## src/rtl/data_memory_pkg.sv

```systemverilog
// Shared types and helpers for the data memory controller.
//   - funct3 load encodings, FSM state encoding, latched request payload
//   - size_bytes(): access size in bytes from funct3[1:0]
package data_memory_pkg;

  localparam int unsigned DATA_WIDTH = 64;
  localparam int unsigned MASK_WIDTH = 8;

  localparam logic [2:0] F3_LB         = 3'b000;
  localparam logic [2:0] F3_LH         = 3'b001;
  localparam logic [2:0] F3_LW         = 3'b010;
  localparam logic [2:0] F3_LD         = 3'b011;
  localparam logic [2:0] F3_LBU        = 3'b100;
  localparam logic [2:0] F3_LHU        = 3'b101;
  localparam logic [2:0] F3_LWU        = 3'b110;
  localparam logic [2:0] F3_LOAD_ILLEG = 3'b111;

  typedef enum logic [1:0] {
    IDLE = 2'd0,
    ACC0 = 2'd1,
    ACC1 = 2'd2,
    DONE = 2'd3
  } state_t;

  // Request fields held for the whole access
  typedef struct packed {
    logic                  write;
    logic [2:0]            funct3;
    logic [2:0]            offset;
    logic [DATA_WIDTH-1:0] store_data;
  } req_t;

  // 1/2/4/8 bytes
  function automatic logic [3:0] size_bytes(input logic [1:0] size_code);
    return 4'(4'd1 << size_code);
  endfunction

endpackage

```

## src/rtl/data_memory_align.sv

```systemverilog
// Combinational lane alignment for the data memory controller.
//   funct3, offset      : access size/signedness and byte offset in the word
//   store_data          : right-aligned store data
//   lo, hi              : captured RAM words (hi = 0 for non-crossing loads)
//   store_mask/value    : 16-bit mask and 128-bit data spanning {w1, w0}
//   load_value          : extracted and extended load result
module data_memory_align
  import data_memory_pkg::*;
(
  input  logic [2:0]              funct3,
  input  logic [2:0]              offset,
  input  logic [DATA_WIDTH-1:0]   store_data,
  input  logic [DATA_WIDTH-1:0]   lo,
  input  logic [DATA_WIDTH-1:0]   hi,
  output logic [2*MASK_WIDTH-1:0] store_mask,
  output logic [2*DATA_WIDTH-1:0] store_value,
  output logic [DATA_WIDTH-1:0]   load_value
);

  logic [3:0]            size;
  logic [5:0]            shamt;
  logic [15:0]           base_mask;
  logic [DATA_WIDTH-1:0] shifted;

  // Store placement and load extraction over the two-word window
  always_comb begin
    load_value  = '0;
    size        = size_bytes(funct3[1:0]);
    shamt       = {offset, 3'b000};
    base_mask   = 16'((16'd1 << size) - 16'd1);
    store_mask  = 16'(base_mask << offset);
    store_value = 128'(128'(store_data) << shamt);
    shifted     = 64'({hi, lo} >> shamt);
    unique case (funct3[1:0])
      2'd0: load_value = funct3[2] ? 64'(shifted[7:0])  : 64'($signed(shifted[7:0]));
      2'd1: load_value = funct3[2] ? 64'(shifted[15:0]) : 64'($signed(shifted[15:0]));
      2'd2: load_value = funct3[2] ? 64'(shifted[31:0]) : 64'($signed(shifted[31:0]));
      2'd3: load_value = shifted;
    endcase
  end

endmodule

```

## src/rtl/data_memory_controller.sv

```systemverilog
// RV64 load/store initiator for a 64-bit byte-masked data RAM.
//   clk_in, rst_n_in        : clock, synchronous active-low reset
//   req_*                   : valid/ready request (write, funct3, byte address, store data)
//   resp_*                  : one-cycle completion pulse, load data, illegal-funct3 error
//   ram_*                   : word address, lane data, byte mask, write/read strobes, read data
// Accesses crossing a 64-bit word boundary are split into two RAM transactions.
module data_memory_controller
  import data_memory_pkg::*;
#(
  parameter int unsigned WORD_ADDR_WIDTH = 10
) (
  input  logic                       clk_in,
  input  logic                       rst_n_in,
  input  logic                       req_valid_in,
  output logic                       req_ready_out,
  input  logic                       req_write_in,
  input  logic [2:0]                 req_funct3_in,
  input  logic [WORD_ADDR_WIDTH+2:0] req_address_in,
  input  logic [DATA_WIDTH-1:0]      req_store_data_in,
  output logic                       resp_valid_out,
  output logic [DATA_WIDTH-1:0]      resp_load_data_out,
  output logic                       resp_error_out,
  output logic [WORD_ADDR_WIDTH-1:0] ram_address_out,
  output logic [DATA_WIDTH-1:0]      ram_value_out,
  output logic [MASK_WIDTH-1:0]      ram_mask_out,
  output logic                       ram_write_signal_out,
  output logic                       ram_read_signal_out,
  input  logic [DATA_WIDTH-1:0]      ram_read_value_in
);

  localparam int unsigned BYTE_ADDR_WIDTH = WORD_ADDR_WIDTH + 3;

  state_t                     state_q, state_d;
  req_t                       req_q, req_d;
  logic [WORD_ADDR_WIDTH-1:0] w0_q, w0_d, w1_d;
  logic                       cross_q, cross_d;
  logic                       err_q, err_d;
  logic [DATA_WIDTH-1:0]      lo_q, lo_d, hi_q, hi_d;
  logic                       illegal;

  logic                       ready_q, ready_d;
  logic                       resp_valid_q, resp_valid_d;
  logic [DATA_WIDTH-1:0]      resp_data_q, resp_data_d;
  logic                       resp_err_q, resp_err_d;
  logic [WORD_ADDR_WIDTH-1:0] ram_addr_q, ram_addr_d;
  logic [DATA_WIDTH-1:0]      ram_value_q, ram_value_d;
  logic [MASK_WIDTH-1:0]      ram_mask_q, ram_mask_d;
  logic                       ram_wr_q, ram_wr_d;
  logic                       ram_rd_q, ram_rd_d;

  logic [2*MASK_WIDTH-1:0]    store_mask;
  logic [2*DATA_WIDTH-1:0]    store_value;
  logic [DATA_WIDTH-1:0]      load_value;

  // Aligner works on the request that the next cycle will act on
  data_memory_align u_align (
    .funct3      (req_d.funct3),
    .offset      (req_d.offset),
    .store_data  (req_d.store_data),
    .lo          (lo_d),
    .hi          (hi_d),
    .store_mask  (store_mask),
    .store_value (store_value),
    .load_value  (load_value)
  );

  assign illegal = req_write_in ? req_funct3_in[2] : (req_funct3_in == F3_LOAD_ILLEG);

  // Next state, request latch and read-data capture
  always_comb begin
    state_d = state_q;
    req_d   = req_q;
    w0_d    = w0_q;
    cross_d = cross_q;
    err_d   = err_q;
    lo_d    = lo_q;
    hi_d    = hi_q;
    unique case (state_q)
      IDLE: begin
        if (req_valid_in) begin
          req_d   = '{write:      req_write_in,
                      funct3:     req_funct3_in,
                      offset:     req_address_in[2:0],
                      store_data: req_store_data_in};
          w0_d    = req_address_in[BYTE_ADDR_WIDTH-1:3];
          cross_d = (4'(req_address_in[2:0]) + size_bytes(req_funct3_in[1:0])) > 4'd8;
          err_d   = illegal;
          lo_d    = '0;
          hi_d    = '0;
          state_d = illegal ? DONE : ACC0;
        end
      end
      ACC0: begin
        if (!req_q.write) lo_d = ram_read_value_in;
        state_d = cross_q ? ACC1 : DONE;
      end
      ACC1: begin
        if (!req_q.write) hi_d = ram_read_value_in;
        state_d = DONE;
      end
      DONE: state_d = IDLE;
      default: state_d = IDLE;
    endcase
  end

  assign w1_d = WORD_ADDR_WIDTH'(w0_d + WORD_ADDR_WIDTH'(1));

  // Registered outputs decoded from the state being entered
  always_comb begin
    ready_d      = (state_d == IDLE);
    resp_valid_d = (state_d == DONE);
    resp_err_d   = (state_d == DONE) && err_d;
    resp_data_d  = '0;
    ram_addr_d   = '0;
    ram_value_d  = '0;
    ram_mask_d   = '0;
    ram_wr_d     = 1'b0;
    ram_rd_d     = 1'b0;
    if (state_d == DONE && !err_d && !req_d.write) resp_data_d = load_value;
    if (state_d == ACC0) begin
      ram_addr_d = w0_d;
      ram_wr_d   = req_d.write;
      ram_rd_d   = !req_d.write;
      if (req_d.write) begin
        ram_mask_d  = store_mask[MASK_WIDTH-1:0];
        ram_value_d = store_value[DATA_WIDTH-1:0];
      end
    end else if (state_d == ACC1) begin
      ram_addr_d = w1_d;
      ram_wr_d   = req_d.write;
      ram_rd_d   = !req_d.write;
      if (req_d.write) begin
        ram_mask_d  = store_mask[2*MASK_WIDTH-1:MASK_WIDTH];
        ram_value_d = store_value[2*DATA_WIDTH-1:DATA_WIDTH];
      end
    end
  end

  // State, capture and output registers
  always_ff @(posedge clk_in) begin
    if (!rst_n_in) begin
      state_q      <= IDLE;
      req_q        <= '0;
      w0_q         <= '0;
      cross_q      <= 1'b0;
      err_q        <= 1'b0;
      lo_q         <= '0;
      hi_q         <= '0;
      ready_q      <= 1'b1;
      resp_valid_q <= 1'b0;
      resp_data_q  <= '0;
      resp_err_q   <= 1'b0;
      ram_addr_q   <= '0;
      ram_value_q  <= '0;
      ram_mask_q   <= '0;
      ram_wr_q     <= 1'b0;
      ram_rd_q     <= 1'b0;
    end else begin
      state_q      <= state_d;
      req_q        <= req_d;
      w0_q         <= w0_d;
      cross_q      <= cross_d;
      err_q        <= err_d;
      lo_q         <= lo_d;
      hi_q         <= hi_d;
      ready_q      <= ready_d;
      resp_valid_q <= resp_valid_d;
      resp_data_q  <= resp_data_d;
      resp_err_q   <= resp_err_d;
      ram_addr_q   <= ram_addr_d;
      ram_value_q  <= ram_value_d;
      ram_mask_q   <= ram_mask_d;
      ram_wr_q     <= ram_wr_d;
      ram_rd_q     <= ram_rd_d;
    end
  end

  assign req_ready_out      = ready_q;
  assign resp_valid_out     = resp_valid_q;
  assign resp_load_data_out = resp_data_q;
  assign resp_error_out     = resp_err_q;
  assign ram_address_out    = ram_addr_q;
  assign ram_value_out      = ram_value_q;
  assign ram_mask_out       = ram_mask_q;
  // Reset drops the strobes immediately so an aborted access cannot commit at the reset edge
  assign ram_write_signal_out = ram_wr_q & rst_n_in;
  assign ram_read_signal_out  = ram_rd_q & rst_n_in;

endmodule

```

## config.mk

```make
export PLATFORM = sky130hd
export DESIGN_NAME = data_memory_controller
export DESIGN_NICKNAME = d
export VERILOG_FILES = /design/src/rtl/data_memory_pkg.sv /design/src/rtl/data_memory_align.sv /design/src/rtl/data_memory_controller.sv
export SDC_FILE = /design/constraint.sdc
export NUM_CORES = 1
export LEC_CHECK = 0
export CAP_MARGIN = 30
export CORE_AREA = 2 2 206 208
export DETAILED_ROUTE_END_ITERATION = 8
export DIE_AREA = 0 0 208 210
export PLACE_DENSITY = 0.65
export RECOVER_POWER = 50
export REMOVE_ABC_BUFFERS = 1
export SLEW_MARGIN = 15
export SYNTH_ARGS = -nofsm -noshare
export SYNTH_HDL_FRONTEND = slang
export SYNTH_SLANG_ARGS = --single-unit
```

## constraint.sdc

```tcl
create_clock -name clk_in -period 3.4 [get_ports clk_in]
set_input_delay 0.34 -clock clk_in [delete_from_list [all_inputs] [get_ports clk_in]]
set_output_delay 0.34 -clock clk_in [all_outputs]
set_load 0.1 [all_outputs]
```

==> impl_metrics.csv <==
group,metric,value,unit
placement,io_buffer_count,298,
power_and_ir_drop,powerDensity,852,nW/um^2
job,max_cap_violations,1,
synth,synth_top_area_frac,0.386,
cts,clockBufferDepth,3,
critical_path,cp_slowest_cell,"mux2i_4",
timing,relSlewSlack,-0.346,
critical_path,crit_path_start_kind,"flip-flop",
critical_path,cp_cell_sequence,"inv_1 > ha_2 > mux2i_4 > clkbuf_1 > a22o_1 > o22ai_1 > o31ai_1 > o2111a_1 > a211oi_4 > buf_12 > a21oi_1",
timing,maxSlewViolCount,49,
synth,synth-compound-area-share,0.181,
cts,cts.sinks,356,
final_layout,final_cell_mix,"dfxtp_1, mux2i_1, clkdlybuf4s50_1",
global_route,antenna_found_initial,4,
timing,period_share,0.907,
synth,netlist_area,18500,sq um
critical_path,critPathTopFamily,"compound AO/OA/AOI/OAI gates",
timing,fin_crit,3080,ps
final_layout,finish.instance_area,23900,sq um
synth,synth_flop_cell,"dfxtp_1",
final_layout,layout-drive-gt1-share,0.144,
placement,dp.cells,2742,
route,drt_pass1_iterations,5,
route,drtIter0Drc,1068,
synth,syn_area_per_cell,9.32,sq um
route,vias_per_cell,5.79,
global_route,grt.overflow.total,0,
cts,cts.clk_slew.worst_paths,70,ps
final_layout,areaGrowthSynthToFinish,29.4,%
timing,tightest_slew,2020,ps
min_path,hold_path_class,"primary input to flip-flop",
global_route,grt_max_degree,77,
synth,ys_warn_count,0,
timing,setup_violations,0,
run_status,status,"finished, violations left",
final_layout,final_common_cell,"dfxtp_1",
critical_path,reg2reg_slack,320,ps
placement,dp_slack,86.2,ps
synth,synth_adder_area_share,0.00785,
synth,synth-seq-cells,356,
route,wire_per_inst,21.6,um
floorplanning,pin_count,299,
placement,gp_congestion,0.881,
run_status,violations,"max-capacitance violations, max-slew violations",
timing,hold_viol,0,
critical_path,r2r_end,"resp_load_data_out[62]",
synth,muxShareOfSynthArea,0.222,
synth,ys_async_sr_fraction,0,
floorplanning,core-area,41500,sq um
cts,cts_tree,"done",
synth,synthTopCellsByArea,"dfxtp_1, mux2i_1, mux2_2",
cts,cts_buffers,40,
global_route,grt_usage,0.271,
synth,synth_xor_area_frac,0.00521,
final_layout,fillers,3716,
synth,postSynthCellCount,1983,
route,routed_wl,61.0,mm
global_route,first_global_vias,16194,
final_layout,final_cells,2818,
route,antenna_left,0,
timing,setup_tns,0,ps
min_path,hold_path_end,"req_q[45]",
min_path,hold_path_depth,3,
critical_path,critPathBufInv,3,
critical_path,worstSetupPathType,"flip-flop to flip-flop",
floorplanning,start_util,0.446,
synth,synth_edf_count,0,
synth,synth_top_family_by_area,"multiplexers",
power_and_ir_drop,ir_drop,0.000474,V
timing,rsz0062_at_grt,"no",
synth,synth_cell_types,65,
final_layout,final_nets,2405,
synth,yosysSeqAreaShare,0.386,
route,vias,16325,
timing,whs,469,ps
cts,htree_num_levels,2,
floorplanning,die_h,210,um
critical_path,cp_max_fo,32,
placement,placed_cell_area,22600,sq um
synth,yosys.area_share.simple,0.153,
cts,cts_hold_buf,0,
cts,root_buffer,"clkbuf_16",
critical_path,cp.required,3890,ps
critical_path,critPathCaptureType,"flip-flop",
floorplanning,design.die.area,43700,sq um
global_route,grt_pass1_wl,93.8,mm
power_and_ir_drop,power.leakage,9.23,nW
timing,skew,12.8,ps
route,drc,0,
timing,setup_ws,315,ps
synth,synth_area_leader_cell,"dfxtp_1",
critical_path,worst_path_largest_cell_delay,500,ps
critical_path,reg2regPathDepth,11,
floorplanning,die_x,208,um
cts,clk-insertion-delay-late,570,ps
timing,clock.fmax,0.324,GHz
critical_path,crit_arrival,3580,ps
floorplanning,core.rowCount,75,
placement,dpl.hpwl,41.4,mm
min_path,min_from,"req_store_data_in[45]",
critical_path,regToRegStartpoint,"state_q[0]",
-- logic make-up (layout without fill, tap and decap cells) --
kind of cell               after synthesis  after routing
other                                    0              2
and+or+nand+nor                        545            545
adders and majority gates               11             11
muxes                                  394            394
DFF                                    356            356
xor gates and xnor gates                11             11
AOI/OAI and AO/OA                      479            479
buffers and inverters                  187            481
-- synth_stat cells (2+ instances only) --
library cell and instances:
dfxtp_1 356, mux2i_1 268, nor2b_1 206, mux2_2 123, a22oi_1 122, nor2_1 117, clkbuf_1 94, nand2_1 93
a21oi_1 92, buf_2 64, o22ai_1 54, and2_1 53, a211oi_1 43, o21ai_0 40, a221oi_1 28, nand3_1 27
and3_1 17, nor3_1 17, buf_1 13, a222oi_1 12, o211ai_1 12, a21oi_2 11, ha_1 10, o21a_1 10
inv_1 9, a2bb2oi_1 8, o221ai_1 8, a22o_1 7, xor2_1 7, a21boi_0 5, a21o_1 5, a31oi_1 4
buf_6 4, xnor2_1 4, buf_4 3, nand4_1 3, a211o_1 2, a21boi_1 2, and2b_1 2, o31ai_1 2
or3_1 2
-- what timing repair did --
item / CTS / global route
endpoints found under the setup margin: 0 / 28
gates resized for setup: 0 / 3
setup buffers: 0 / 1
endpoints found under the hold margin: 0 / 0
-- flip-flops by register name, summed over array words and instances (netlist names) --
signal and count:
req_q 71, lo_q 64, ram_value_out 64, resp_load_data_out 64, hi_q 56, ram_address_out 10, w0_q 10, ram_mask_out 8
state_q 2, cross_q 1, err_q 1, ram_rd_q 1, ram_wr_q 1, req_ready_out 1, resp_error_out 1, resp_valid_out 1
-- worst max-delay path by stage --
stage | slack [ps] | start | endpoint | cells past startpoint
6_report | 320 | state_q[0] | resp_load_data_out[62] | 11
5_1_grt | 130 | state_q[0] | ram_value_out[12] | 11
4_1_cts | 150 | state_q[0] | resp_load_data_out[60] | 12
3_5_place_dp | 90 | req_valid_in | resp_load_data_out[60] | 12
3_3_place_gp | 120 | req_valid_in | resp_load_data_out[25] | 9
2_1_floorplan | -3300 | state_q[0] | resp_load_data_out[62] | 9
-- through the flow --
stage                     total power (W)   util
final                              0.0204  0.576
after global routing               0.0214  0.576
after CTS                          0.0205  0.577
after detailed placement           0.0160  0.544
after global placement             0.0158  0.537
after floorplan                    0.0128      -
-- metal layers --
metal  vias to the layer above  share of wire  wire [um]  global-route usage
met1                      7885           0.43      26400               0.351
li1                       7752              -          -                   -
met5                         -        0.00049         30                   0
met3                       110          0.071       4330              0.0605
met4                         4          0.030       1830              0.0888
met2                       574           0.46      28400               0.450
-- tightest hold or removal path, stage by stage --
cell,delay (ps)
clkdlybuf4s50_1,450
mux2i_1,100
nor2b_1,110
-- cell type report --
class / instances / area [sq um] / share of cell area
clock buffer: 50 / 1150 / 0.0481
tap: 539 / 674 / 0.0282
multi-input combinational: 1440 / 10600 / 0.445
antenna: 2 / 5.00 / 0.000209
inverter: 9 / 33.8 / 0.00141
sequential: 356 / 7130 / 0.298
clock inverter: 23 / 221 / 0.00926
timing repair buffer: 399 / 4050 / 0.169
-- power by group --
group / switching [W] / internal, W
registers: 0.000335 / 0.00495
logic: 0.00709 / 0.00352
clock network: 0.00184 / 0.00265
Note: power is estimated with default switching activity, not from simulation.
